==> src/rtl/demux_1to4_buf.sv <==
// 1-to-4 demultiplexer with a DEPTH-entry FIFO and valid/ready handshake per output channel.
// Defining DEMUX_BROADCAST_EN adds in_bcast: one accepted word is pushed into all four FIFOs.
module demux_1to4_buf #(
  parameter int WIDTH = 32,
  parameter int DEPTH = 2
) (
  input  logic             clock,
  input  logic             reset,
  input  logic [WIDTH-1:0] in_data,
  input  logic [1:0]       in_sel,
  input  logic             in_valid,
`ifdef DEMUX_BROADCAST_EN
  input  logic             in_bcast,
`endif
  output logic             in_ready,
  output logic [WIDTH-1:0] out_data0,
  output logic [WIDTH-1:0] out_data1,
  output logic [WIDTH-1:0] out_data2,
  output logic [WIDTH-1:0] out_data3,
  output logic             out_valid0,
  output logic             out_valid1,
  output logic             out_valid2,
  output logic             out_valid3,
  input  logic             out_ready0,
  input  logic             out_ready1,
  input  logic             out_ready2,
  input  logic             out_ready3
);
  localparam int PW = $clog2(DEPTH);
  localparam int CW = $clog2(DEPTH) + 1;

  logic [WIDTH-1:0] r_mem  [4][DEPTH];
  logic [PW-1:0]    r_wptr [4];
  logic [PW-1:0]    r_rptr [4];
  logic [CW-1:0]    r_cnt  [4];
  logic [WIDTH-1:0] r_head [4];
  logic [3:0]       r_valid;

  logic [3:0]       w_full;
  logic [3:0]       w_dest;
  logic [3:0]       w_push;
  logic [3:0]       w_pop;
  logic [3:0]       w_out_ready;
  logic             w_bcast;
  logic [PW-1:0]    w_wptr_nxt [4];
  logic [PW-1:0]    w_rptr_nxt [4];
  logic [CW-1:0]    w_cnt_nxt  [4];
  logic [WIDTH-1:0] w_head_nxt [4];

`ifdef DEMUX_BROADCAST_EN
  assign w_bcast = in_bcast;
`else
  assign w_bcast = 1'b0;
`endif

  assign w_out_ready = {out_ready3, out_ready2, out_ready1, out_ready0};

  // Full flags come straight from the registered counts.
  always_comb begin
    w_full = 4'b0000;
    for (int c = 0; c < 4; c++) begin
      w_full[c] = (r_cnt[c] == CW'(DEPTH));
    end
  end

  // Destination decode and acceptance; in_ready never looks at in_valid or any pop.
  always_comb begin
    w_dest   = 4'b0000;
    in_ready = 1'b0;
    case (in_sel)
      2'd0:    w_dest = 4'b0001;
      2'd1:    w_dest = 4'b0010;
      2'd2:    w_dest = 4'b0100;
      2'd3:    w_dest = 4'b1000;
      default: w_dest = 4'b0000;
    endcase
    if (w_bcast) begin
      w_dest   = 4'b1111;
      in_ready = ~|w_full;
    end else begin
      in_ready = ~w_full[in_sel];
    end
  end

  // Per-channel next state, including the head word the output register will hold.
  always_comb begin
    w_push = 4'b0000;
    w_pop  = 4'b0000;
    for (int c = 0; c < 4; c++) begin
      w_push[c]     = in_valid & in_ready & w_dest[c];
      w_pop[c]      = r_valid[c] & w_out_ready[c];
      w_wptr_nxt[c] = w_push[c] ? (r_wptr[c] + PW'(1)) : r_wptr[c];
      w_rptr_nxt[c] = w_pop[c]  ? (r_rptr[c] + PW'(1)) : r_rptr[c];
      w_cnt_nxt[c]  = r_cnt[c] + CW'(w_push[c]) - CW'(w_pop[c]);
      // The slot being written this cycle is not in r_mem yet, so take it from in_data.
      if (w_cnt_nxt[c] == {CW{1'b0}}) begin
        w_head_nxt[c] = {WIDTH{1'b0}};
      end else if (w_push[c] && (w_rptr_nxt[c] == r_wptr[c])) begin
        w_head_nxt[c] = in_data;
      end else begin
        w_head_nxt[c] = r_mem[c][w_rptr_nxt[c]];
      end
    end
  end

  // FIFO storage, pointers, counts and registered outputs.
  always_ff @(posedge clock) begin
    if (reset) begin
      for (int c = 0; c < 4; c++) begin
        for (int d = 0; d < DEPTH; d++) begin
          r_mem[c][d] <= {WIDTH{1'b0}};
        end
        r_wptr[c] <= {PW{1'b0}};
        r_rptr[c] <= {PW{1'b0}};
        r_cnt[c]  <= {CW{1'b0}};
        r_head[c] <= {WIDTH{1'b0}};
      end
      r_valid <= 4'b0000;
    end else begin
      for (int c = 0; c < 4; c++) begin
        if (w_push[c]) begin
          r_mem[c][r_wptr[c]] <= in_data;
        end
        r_wptr[c]  <= w_wptr_nxt[c];
        r_rptr[c]  <= w_rptr_nxt[c];
        r_cnt[c]   <= w_cnt_nxt[c];
        r_head[c]  <= w_head_nxt[c];
        r_valid[c] <= (w_cnt_nxt[c] != {CW{1'b0}});
      end
    end
  end

  assign out_data0  = r_head[0];
  assign out_data1  = r_head[1];
  assign out_data2  = r_head[2];
  assign out_data3  = r_head[3];
  assign out_valid0 = r_valid[0];
  assign out_valid1 = r_valid[1];
  assign out_valid2 = r_valid[2];
  assign out_valid3 = r_valid[3];

endmodule

==> config.mk <==
export PLATFORM = sky130hd
export DESIGN_NAME = demux_1to4_buf
export DESIGN_NICKNAME = d
export VERILOG_FILES = /design/src/rtl/demux_1to4_buf.sv
export SDC_FILE = /design/constraint.sdc
export NUM_CORES = 1
export LEC_CHECK = 0
export ABC_AREA = 0
export ABC_CLOCK_PERIOD_IN_PS = 6400
export CAP_MARGIN = 30
export CELL_PAD_IN_SITES_DETAIL_PLACEMENT = 0
export CELL_PAD_IN_SITES_GLOBAL_PLACEMENT = 1
export CORE_UTILIZATION = 45
export DETAILED_ROUTE_END_ITERATION = 10
export PLACE_DENSITY_LB_ADDON = 0.1
export SKIP_LAST_GASP = 1
export SLEW_MARGIN = 20
export SYNTH_ARGS = -nofsm -noshare
export SYNTH_HDL_FRONTEND = slang
export SYNTH_SLANG_ARGS = --single-unit
==> constraint.sdc <==
create_clock -name clock -period 6.4 [get_ports clock]
set_input_delay 1.6 -clock clock [delete_from_list [all_inputs] [get_ports clock]]
set_output_delay 1.6 -clock clock [all_outputs]
set_load 0.02 [all_outputs]
==> summary.txt, run 1 <==
Outcome
  – Outcome: complete, no violations

Place
  – DPL Wire Length: between 20000 and 30000 um
  – Port Buffer Count: roughly 170
  – Setup Slack @ Placement: approximately 1.3 ns
  – Final RePlAce weighted congestion: 0.7912

Worst setup path
  – Master of the slowest instance on the critical path: sky130_fd_sc_hd__clkdlybuf4s50_1
  – Critical path, cell by cell: clkdlybuf4s50_1, mux2i_1, nand2_1, o21a_1, clkdlybuf4s50_1
  – R2r startpoint: r_cnt[1][1]$_SDFF_PP0_
  – Largest incremental delay on the critical path: between 0.7 and 0.8 ns
  – Crit Path Category: in2out
  – Arrival time reported for the critical path endpoint: around 3.5 ns
  – Capture point of the worst reg-to-reg path: r_head[1][17]$_SDFF_PP0_
  – Crit Path Max Fanout: 12
  – Setup crit end kind: output pin
  – Reg2reg setup slack: 3.69 ns
  – Cell seen most often among critical-path stages: sky130_fd_sc_hd__clkdlybuf4s50_1
  – Worst Setup Start Kind: primary input
  – Cell depth of the worst flop-to-flop path: 9
  – CP required: about 4.8 ns

Synth
  – Sequential element share of the synthesized area: around three fifths
  – Post-synth net total: 1512
  – Gate count after technology mapping: between 1000 and 1500
  – Warning count from the yosys run: 0
  – Average instance area after synthesis: roughly 11 um2
  – Unique cell type count in the Yosys netlist: 36
  – Summed instance area of the synthesized netlist: 15700 um2
  – Number of storage elements in the synthesis netlist: 404

Drt
  – Via Count: 11420
  – DRC marker count from the first detailed-route iteration: between 800 and 900
  – Vias per std cell: roughly 5.5
  – TritonRoute pass-1 iters: 6
  – Detailed Route WL: between 40000 and 50000 um
  – Number of nets still failing antenna checks after routing: 0
  – Post-detailed-route DRC marker count: 0
  – Average wire per cell in the routed design: roughly 22 um

Global route
  – Global-route wire length before repair: 68410 um
  – Final global-route overflow total: 0
  – Number of global-route vias before repair: around 11000
  – Overall routing resource usage: 25.35%
  – Number of antenna violations at the first check in global routing: 0
  – Pin count of the biggest net entering global routing: 74

Floorplanning
  – Total die area: roughly 36000 um2
  – Total core area: roughly 34000 um2
  – Horizontal die dimension: between 150 and 200 um
  – Number of cell rows: 68
  – Initial core utilization: a little under half
  – Vertical extent of the die: ~190 um
  – Count of boundary I/O pins: ~170

Cells and area
  – Inserted Diodes: 0
  – Syn-to-layout area delta: 23.67%
  – Share of cells above drive strength 1: about 8.1%
  – Final Core Density: a little under three fifths
  – Number of nets in the finished design: around 1600

Clock tree
  – Max Root-Sink Buffers: 3
  – Post-CTS sizing: 0
  – CTS tree: done
  – Root buf cell: sky130_fd_sc_hd__clkbuf_16
  – Clk sink count: between 400 and 500
  – H-tree lvl count: 2
  – CTS clk-pin slew, worst paths: 0.06 ns
  – Number of buffers created by CTS: 43
  – Clock latency on the worst-skew pair: around 0.53 ns
  – Post-CTS repair timing setup buffer count: 0
  – CTS hold repair buffers: 0

Worst hold path
  – Cell depth of the worst min-delay path: 2
  – Worst min-delay path endpoint: r_mem[2][13]$_SDFFE_PP0P_
  – Worst hold start: r_mem[2][13]$_SDFFE_PP0P_
  – Worst hold path type: reg2reg

Power and ir drop
  – Highest ir drop seen on vdd: ~260 uV
  – Sum of internal, switching and leakage power: between 0.007 and 0.008 W
  – Leak pwr: 7.310 nW
  – PD cells: roughly 400 nW/um2

STA
  – Final worst setup slack: 1.261 ns
  – Upper clock frequency limit: ~190 MHz
  – Post-Route Skew: roughly 0.014 ns
  – Setup_tns: 0 ns
  – Final setup violation count: 0
  – Number of slew-limit violations in the final report: 0
  – RSZ-0062 raised after global routing: no
  – Min Clock Period, post-route: roughly 5.1 ns
  – Hold Violations, Final: 0
  – Worst Tran Pin Value: 0.9409 ns
  – Period utilisation layout: 80.30%
  – Worst-case headroom to the max-slew limit: 37.20%

Flow run
  – Max-capacitance violation count: 0
-- worst max-delay path, delay by kind of cell --
kind                   cells  cell delay, ns
AOI/OAI and AO/OA          1            0.15
buffers and inverters      2            1.33
muxes                      1            0.36
and+or+nand+nor            1            0.09
-- placed cells by master (no fill, tap or decap), types with 3 or more instances in the layout --
cell type / instances
sky130_fd_sc_hd__ha_1: 8
sky130_fd_sc_hd__clkbuf_8: 8
sky130_fd_sc_hd__dfxtp_1: 244
sky130_fd_sc_hd__a311oi_1: 64
sky130_fd_sc_hd__o21bai_2: 7
sky130_fd_sc_hd__xnor2_1: 11
sky130_fd_sc_hd__nand2_1: 261
sky130_fd_sc_hd__buf_4: 33
sky130_fd_sc_hd__inv_1: 18
sky130_fd_sc_hd__nor2b_1: 10
sky130_fd_sc_hd__nor2_1: 40
sky130_fd_sc_hd__clkbuf_16: 45
sky130_fd_sc_hd__xor2_4: 3
sky130_fd_sc_hd__or2_1: 3
sky130_fd_sc_hd__a21oi_1: 66
sky130_fd_sc_hd__xor2_1: 5
sky130_fd_sc_hd__a211oi_1: 64
sky130_fd_sc_hd__nor3_1: 128
sky130_fd_sc_hd__clkbuf_1: 16
sky130_fd_sc_hd__clkdlybuf4s50_1: 172
sky130_fd_sc_hd__buf_16: 3
sky130_fd_sc_hd__nand2b_1: 6
sky130_fd_sc_hd__clkinv_2: 7
sky130_fd_sc_hd__mux2i_1: 97
sky130_fd_sc_hd__and2_1: 97
sky130_fd_sc_hd__xnor2_2: 7
sky130_fd_sc_hd__edfxtp_1: 160
sky130_fd_sc_hd__bufinv_16: 3
-- power breakdown --
part           internal [W]  switching [W]  total [W]
clock               0.00151       0.000986    0.00249
combinational      0.000796        0.00139    0.00219
sequential          0.00298       0.000135    0.00312
-- how the worst max path moves through the flow --
stage	from	cells after the start	end
6_report	in_sel[0]	5	in_ready
5_1_grt	in_sel[0]	5	in_ready
4_1_cts	in_sel[0]	5	in_ready
3_5_place_dp	in_sel[0]	5	in_ready
3_3_place_gp	in_sel[0]	5	in_ready
2_1_floorplan	in_sel[1]	4	r_mem[1][32]$_DFFE_PP_
-- cell families (layout without fill, tap and decap cells) --
group	Yosys count	in the layout	share of synthesized area (%)
flip-flops	404	404	61.73
AO/OA/AOI/OAI	205	205	9.263
AND/OR/NAND/NOR	560	560	16.61
buffers and inverters	163	311	4.073
XOR/XNOR	26	26	1.499
adder cells (fa/ha/maj)	8	8	0.6377
multiplexers	97	97	6.186
-- layer usage --
metal  vias up  wire [um]  GRT usage, %
li1       5335          -             -
met2       401      21610         41.56
met3        62       2510         3.259
met1      5625      20100         35.27
met4         0        924         6.886
met5         -          0             0
-- cell usage after synthesis, drive strengths merged --
cell type	count	share of area, %
nand2	261	6.2
dfxtp	244	31
edfxtp	160	31
nor3	128	4.1
clkbuf	123	2.9
and2	97	3.9
mux2i	97	6.2
a21oi	66	2.1
a211oi	65	3.1
a311oi	64	3.6
nor2	40	0.96
buf	21	0.67
inv	19	0.45
xnor2	18	1.0
nor2b	10	0.40
ha	8	0.64
xor2	8	0.49
nand2b	7	0.28
o21bai	7	0.33
nand3	3	0.096
or2	3	0.12
a21o	2	0.096
nand4	2	0.080
and2b	1	0.048
and3	1	0.040
and4	1	0.056
and4b	1	0.064
nand3b	1	0.048
nor4	1	0.040
nor4b	1	0.096
nor4bb	1	0.064
o21a	1	0.048
or3	1	0.040
-- metrics by stage --
step / hold WS (ns) / cells / area (um2)
3_5_place_dp: 0.4460 / 1986 / 17960
4_1_cts: 0.4538 / 2065 / 19380
5_1_grt: 0.4721 / 2066 / 19410
6_report: 0.4525 / 2066 / 19410
3_3_place_gp: 0.4406 / 1981 / 17860
2_1_floorplan: 0.4357 / 1463 / 15700
-- flip-flops by register name, indices dropped and copies added, names as in the netlist --
signal	flops
r_cnt	8
r_rptr	4
r_valid	4
r_head	128
r_wptr	4
r_mem	256
-- final cells by class --
class,instances,area [um2]
clock buffer,69,1296
clock inverter,10,125.1
fill,2931,15050
inverter,19,71.32
multi-input combinational,896,5532
sequential,404,9689
tap,455,569.3
timing repair buffer,213,2130
Power figures use the tool's default switching activity.
==> run 2: changes to the inputs <==
- ABC_CLOCK_PERIOD_IN_PS: 6400 -> 4800
- CORE_UTILIZATION: 45 -> 44
- clock period: 6.4 -> 4.8 ns (I/O delays scaled with it)
==> summary.txt, run 2 (synthesis gave the netlist of run 1 again) <==
Cells and area
  – Final Core Density: 55.59% (-0.75 points)
  – Most frequent standard cell in the layout excluding fill and tap cells: sky130_fd_sc_hd__nand2_1
  – Share of cells above drive strength 1: 8.138% (about the same)
  – Max FFs per register: 256 (unchanged)
  – Layout Cells excl Fill: 2077 (+0.53%)
  – Post-route cell area: 19340 um2 (-0.35%)
  – Biggest regs: r_mem x256, r_head x128, r_cnt x8
  – Inserted Diodes: 0 (unchanged)
  – Number of nets in the finished design: 1637 (+0.68%)
  – Most frequent cells in the layout: sky130_fd_sc_hd__nand2_1 (261), sky130_fd_sc_hd__dfxtp_1 (244), sky130_fd_sc_hd__clkdlybuf4s50_1 (172)
  – Syn-to-layout area delta: 23.24%
  – Most flop-heavy register: r_mem

Floorplanning
  – Count of boundary I/O pins: 174 (unchanged)
  – Total die area: 36430 um2 (+2.2%)
  – Initial core utilization: 45.11% (-0.45 points)
  – Horizontal die dimension: 190.9 um (+1.1%)
  – Number of cell rows: 68 (unchanged)
  – Total core area: 34800 um2 (+0.99%)
  – Vertical extent of the die: 190.9 um (+1.1%)

Clock tree
  – Post-CTS sizing: 0 (unchanged)
  – Number of buffers created by CTS: 43 (unchanged)
  – Root buf cell: sky130_fd_sc_hd__clkbuf_16
  – CTS clk-pin slew, worst paths: 0.06 ns (about the same)
  – Max Root-Sink Buffers: 3 (unchanged)
  – Clock latency on the worst-skew pair: 0.53 ns (about the same)
  – H-tree lvl count: 2 (unchanged)
  – Clk sink count: 404 (unchanged)
  – CTS tree: done
  – CTS hold repair buffers: 0 (unchanged)
  – Post-CTS repair timing setup buffer count: 0 (unchanged)

Drt
  – Via Count: 11250 (-1.5%)
  – Vias per std cell: 5.416 (-2.1%)
  – Detailed Route WL: 45160 um (about the same)
  – Average wire per cell in the routed design: 21.74 um (-0.49%)
  – DRC marker count from the first detailed-route iteration: 703 (-21%)
  – Post-detailed-route DRC marker count: 0 (unchanged)
  – Number of nets still failing antenna checks after routing: 0 (unchanged)
  – TritonRoute pass-1 iters: 5 (-1)

Worst setup path
  – Cell depth of the worst flop-to-flop path: 9 (unchanged)
  – CP required: 3.60 ns (-1.20 ns)
  – Reg2reg setup slack: 2.41 ns (-1.28 ns)
  – Capture point of the worst reg-to-reg path: r_head[0][0]$_SDFF_PP0_
  – R2r startpoint: r_valid[0]$_SDFF_PP0_
  – Arrival time reported for the critical path endpoint: 2.80 ns (-0.74 ns)
  – Crit Path Category: in2out
  – Worst Setup Start Kind: primary input
  – Crit Path Max Fanout: 3 (-9)
  – Setup crit end kind: output pin

Global route
  – Final global-route overflow total: 0 (unchanged)
  – Overall routing resource usage: 25.09% (-0.26 points)
  – Pin count of the biggest net entering global routing: 50 (-32%)
  – Number of global-route vias before repair: 11200 (+1.1%)
  – Number of antenna violations at the first check in global routing: 0 (unchanged)
  – Global-route wire length before repair: 68410 um (about the same)

Place
  – Dpl cell area: 18000 um2 (+0.21%)
  – Port Buffer Count: 173 (unchanged)
  – DPL Wire Length: 27970 um (+2.6%)
  – Cell count after placement: 1997 (+0.55%)
  – Final RePlAce weighted congestion: 0.7666 (-3.1%)

Power and ir drop
  – Gate power share: 28.3% (+0.2 points)
  – Highest ir drop seen on vdd: 285.2 uV (+11%)
  – Sw frac: 32.57% (+0.35 points)
  – PD cells: 526.0 nW/um2 (+31%)
  – Internal power: 0.006861 W (+30%)
  – Power share of the clock group: 30.8% (-1.2 points)
  – Sequential Power Share: 40.9% (+0.9 points)
  – Switching Power: 0.003314 W (+32%)
  – Leak pwr: 7.299 nW (-0.15%)

Worst hold path
  – Worst hold start: r_mem[2][19]$_SDFFE_PP0P_
  – Worst hold path type: reg2reg
  – Worst min-delay path endpoint: r_mem[2][19]$_SDFFE_PP0P_
  – Cell depth of the worst min-delay path: 2 (unchanged)

Outcome
  – Outcome: complete, no violations

STA
  – Period utilisation layout: 83.31%
  – Min Clock Period, post-route: around 4 ns
  – Upper clock frequency limit: ~250 MHz
  – Worst Tran Pin Value: 0.8153 ns (-0.1256 ns)
  – Worst-case headroom to the max-slew limit: 45.65% (+8.4 points)
  – Setup_tns: 0 ns (unchanged)
  – Number of slew-limit violations in the final report: 0 (unchanged)
  – Post-Route Skew: 0.01376 ns (-0.0006472 ns)
  – Final setup violation count: 0 (unchanged)
  – RSZ-0062 raised after global routing: no
  – Hold Violations, Final: 0 (unchanged)

Flow run
  – Max-capacitance violation count: 0 (unchanged)
## run 2: cell count changes in the layout (fill, tap and decap cells not counted), moves of 2 or more
cell                        before  now
sky130_fd_sc_hd__buf_4          33   47
sky130_fd_sc_hd__bufinv_16       3    0
sky130_fd_sc_hd__clkbuf_1       16   18
sky130_fd_sc_hd__a21o_2          2    0
sky130_fd_sc_hd__clkinv_1        0    3
sky130_fd_sc_hd__buf_12          2    4
sky130_fd_sc_hd__a21o_1          0    2
sky130_fd_sc_hd__buf_16          3    0
## run 2: stage by stage
step | hold WS [ns] | power, W | setup WS, ns
floorplan | 0.4357 | 0.005786 | 0.9246
global placement | 0.4407 | 0.007093 | 0.8029
detailed placement | 0.4467 | 0.007111 | 0.8052
CTS | 0.4550 | 0.01023 | 0.7931
global route | 0.4656 | 0.01059 | 0.7668
finish | 0.4530 | 0.01018 | 0.8014
## run 2: layout make-up
type / instances / area [um2]
Fill cell: 3040 / 15450
Sequential cell: 404 / 9689
Multi-Input combinational cell: 896 / 5517
Timing Repair Buffer: 224 / 2166
Clock buffer: 70 / 1290
Tap cell: 455 / 569.3
Inverter: 19 / 71.32
Clock inverter: 9 / 41.29
## run 2: worst max-delay path by stage
stage	startpoint	endpoint	slack, ns	cells after the start
2_1_floorplan	in_sel[1]	r_mem[1][32]$_DFFE_PP_	0.92	4
3_3_place_gp	in_sel[0]	in_ready	0.80	5
3_5_place_dp	in_sel[0]	in_ready	0.81	5
4_1_cts	in_sel[0]	in_ready	0.79	5
5_1_grt	in_sel[0]	in_ready	0.77	5
6_report	in_sel[0]	in_ready	0.80	5
## run 2: critical path, cell delays in order
cell,delay (ns)
sky130_fd_sc_hd__clkdlybuf4s50_1,0.53
sky130_fd_sc_hd__mux2i_1,0.30
sky130_fd_sc_hd__nand2_1,0.08
sky130_fd_sc_hd__o21a_1,0.15
sky130_fd_sc_hd__clkdlybuf4s50_1,0.54
## run 2: power by group through the flow
stage	Clock, W	Sequential [W]	Combinational, W
CTS	0.00317	0.00416	0.00289
floorplan	0	0.00447	0.00132
finish	0.00313	0.00416	0.00288
global placement	0	0.00423	0.00286
detailed placement	0	0.00423	0.00288
global route	0.00333	0.00419	0.00307
## run 2: layer usage
metal | wire length (um) | share of wire, % | track usage (%) | vias up
li1 | - | - | - | 5371
met1 | 19900 | 44 | 33.66 | 5464
met2 | 21430 | 47 | 40.96 | 342
met3 | 2652 | 5.9 | 4.472 | 71
met4 | 1174 | 2.6 | 8.031 | 0
met5 | 0 | 0 | 0 | -
==> run 3: changes to the inputs <==
- ABC_CLOCK_PERIOD_IN_PS: 4800 -> 3700
- clock period: 4.8 -> 3.7 ns (I/O delays scaled with it)
==> summary.txt, run 3 (synthesis gave the netlist of run 1 again) <==
Worst setup path
  – Crit Path Category: in2out
  – Cell seen most often among critical-path stages: sky130_fd_sc_hd__clkdlybuf4s50_1
  – Arrival time reported for the critical path endpoint: 2.59 ns (-0.21 ns)
  – R2r startpoint: r_cnt[3][0]$_SDFF_PP0_
  – Largest incremental delay on the critical path: 0.58 ns (+0.04 ns)
  – Crit Path Max Fanout: 6 (+3)
  – Critical path, cell by cell: clkdlybuf4s50_1, mux2i_1, nand2_1, o21a_1, clkdlybuf4s50_1
  – Worst Setup Start Kind: primary input
  – Master of the slowest instance on the critical path: sky130_fd_sc_hd__clkdlybuf4s50_1
  – CP required: 2.77 ns (-0.83 ns)
  – Crit. Startpoint: in_sel[0]
  – Setup crit end kind: output pin

Worst hold path
  – Worst hold path type: reg2reg
  – Worst hold start: r_mem[2][2]$_SDFFE_PP0P_

Drt
  – Post-detailed-route DRC marker count: 0 (unchanged)
  – Detailed Route WL: 44110 um (-2.3%)
  – Via Count: 11300 (+0.49%)
  – TritonRoute pass-1 iters: 5 (unchanged)
  – Vias per std cell: 5.411 (about the same)
  – Average wire per cell in the routed design: 21.11 um (-2.9%)
  – DRC marker count from the first detailed-route iteration: 834 (+19%)
  – Number of nets still failing antenna checks after routing: 0 (unchanged)

STA
  – Post-Route Skew: 0.01713 ns (+0.003373 ns)
  – Hold Violations, Final: 0 (unchanged)
  – Final setup violation count: 0 (unchanged)
  – Setup_tns: 0 ns (unchanged)
  – Number of slew-limit violations in the final report: 0 (unchanged)
  – Final worst setup slack: 0.1861 ns (-0.6153 ns)
  – RSZ-0062 raised after global routing: no
  – Worst Tran Pin Value: 0.8686 ns (+0.05330 ns)
  – Period utilisation layout: between 90 and 100%
  – Worst-case headroom to the max-slew limit: 42.09% (-3.6 points)
  – Min Clock Period, post-route: 3.514 ns
  – Upper clock frequency limit: between 200 and 300 MHz

Global route
  – Overall routing resource usage: 24.66% (-0.43 points)
  – Number of global-route vias before repair: 11070 (-1.2%)
  – Pin count of the biggest net entering global routing: 54 (+8.0%)
  – Number of antenna violations at the first check in global routing: 0 (unchanged)
  – Global-route wire length before repair: 67590 um (-1.2%)
  – Final global-route overflow total: 0 (unchanged)

Floorplanning
  – Count of boundary I/O pins: 174 (unchanged)
  – Number of cell rows: 68 (unchanged)
  – Vertical extent of the die: 190.9 um (unchanged)
  – Initial core utilization: 45.11% (unchanged)
  – Horizontal die dimension: 190.9 um (unchanged)
  – Total die area: 36430 um2 (unchanged)
  – Total core area: 34800 um2 (unchanged)

Clock tree
  – H-tree lvl count: 2 (unchanged)
  – Root buf cell: sky130_fd_sc_hd__clkbuf_16
  – CTS hold repair buffers: 0 (unchanged)
  – Max Root-Sink Buffers: 3 (unchanged)
  – CTS tree: done
  – CTS clk-pin slew, worst paths: 0.06 ns (about the same)
  – Clk sink count: 404 (unchanged)
  – Clock latency on the worst-skew pair: 0.53 ns (about the same)
  – Number of buffers created by CTS: 43 (unchanged)
  – Post-CTS sizing: 0 (unchanged)
  – Post-CTS repair timing setup buffer count: 0 (unchanged)

Cells and area
  – Inserted Diodes: 0 (unchanged)
  – Share of cells above drive strength 1: 8.874% (+0.74 points)
  – Max FFs per register: 256 (unchanged)
  – Syn-to-layout area delta: 23.96%
  – Most flop-heavy register: r_mem
  – Filler Cells Inserted: 3031 (-0.30%)
  – Most frequent standard cell in the layout excluding fill and tap cells: sky130_fd_sc_hd__nand2_1
  – Sequential standard cell area: 9689 um2 (unchanged)
  – Number of nets in the finished design: 1649 (+0.73%)
  – Most frequent cells in the layout: sky130_fd_sc_hd__nand2_1 (261), sky130_fd_sc_hd__dfxtp_1 (244), sky130_fd_sc_hd__clkdlybuf4s50_1 (172)
  – Multi-input logic area: 5517 um2 (unchanged)
  – Post-route cell area: 19460 um2 (+0.59%)
  – Biggest regs: r_mem x256, r_head x128, r_cnt x8

Power and ir drop
  – Leak pwr: 7.365 nW (+0.90%)
  – Highest ir drop seen on vdd: 361.3 uV (+27%)
  – PD cells: 684.7 nW/um2 (+30%)
  – Sum of internal, switching and leakage power: 0.01332 W (+31%)

Flow run
  – Max-capacitance violation count: 0 (unchanged)

Place
  – DPL Wire Length: 27580 um (-1.4%)
  – Final RePlAce weighted congestion: 0.7860 (+2.5%)
  – Dpl cell area: 18100 um2 (+0.54%)
  – Setup Slack @ Placement: 0.1891 ns (-0.6160 ns)
  – Port Buffer Count: 173 (unchanged)

Outcome
  – Outcome: complete, no violations
## run 3: cell count changes in the layout (fill, tap and decap cells not counted)
cell	change
sky130_fd_sc_hd__buf_6	-1
sky130_fd_sc_hd__clkinv_2	+1
sky130_fd_sc_hd__clkinvlp_4	+1
sky130_fd_sc_hd__bufinv_16	+2
sky130_fd_sc_hd__clkbuf_8	-3
sky130_fd_sc_hd__buf_4	+13
sky130_fd_sc_hd__clkinv_1	-1
## run 3: per-layer routing
layer | GRT usage [%] | up-vias | routed length, um
met1 | 34.04 | 5503 | 19720
met2 | 40.62 | 353 | 20960
met3 | 3.368 | 50 | 2527
met5 | 0 | - | 0
met4 | 6.369 | 0 | 899
li1 | - | 5397 | -
## run 3: report_power, final
part           internal [W]  leakage, nW  switching (W)  total (W)
clock               0.00246        0.663        0.00169    0.00414
sequential          0.00516         3.64       0.000239    0.00540
combinational       0.00142         3.06        0.00236    0.00378
## run 3: final timing paths
| path | endpoint | slack (ns) | cells after the start |
|---|---|---|---|
| setup / recovery | in_ready | 0.19 | 5 |
| hold / removal | r_mem[2][2]$_SDFFE_PP0P_ | 0.45 | 2 |
| setup reg to reg | r_head[3][1]$_SDFF_PP0_ | 1.42 | 9 |
| hold reg to reg | r_mem[2][2]$_SDFFE_PP0P_ | 0.45 | 2 |
## run 3: stage by stage
step                utilization [%]  cells  hold WS [ns]
detailed placement            52.01   2010        0.4461
global placement              52.01   2010        0.4403
finish                        55.91   2089        0.4523
CTS                           55.91   2089        0.4540
floorplan                         -   1463        0.4357
global route                  55.91   2089        0.4689
## run 3: critical path, delay by kind of cell
| family | cells | cell delay, ns |
|---|---|---|
| AOI/OAI and AO/OA | 1 | 0.15 |
| buffers and inverters | 2 | 1.12 |
| muxes | 1 | 0.30 |
| and+or+nand+nor | 1 | 0.08 |
## run 3: layout make-up
class                           instances  area share (%)
Multi-Input combinational cell        896           28.35
Tap cell                              455           2.926
Sequential cell                       404           49.80
Clock inverter                         12          0.5659
Timing Repair Buffer                  236           11.57
Inverter                               19          0.3665
Clock buffer                           67           6.418
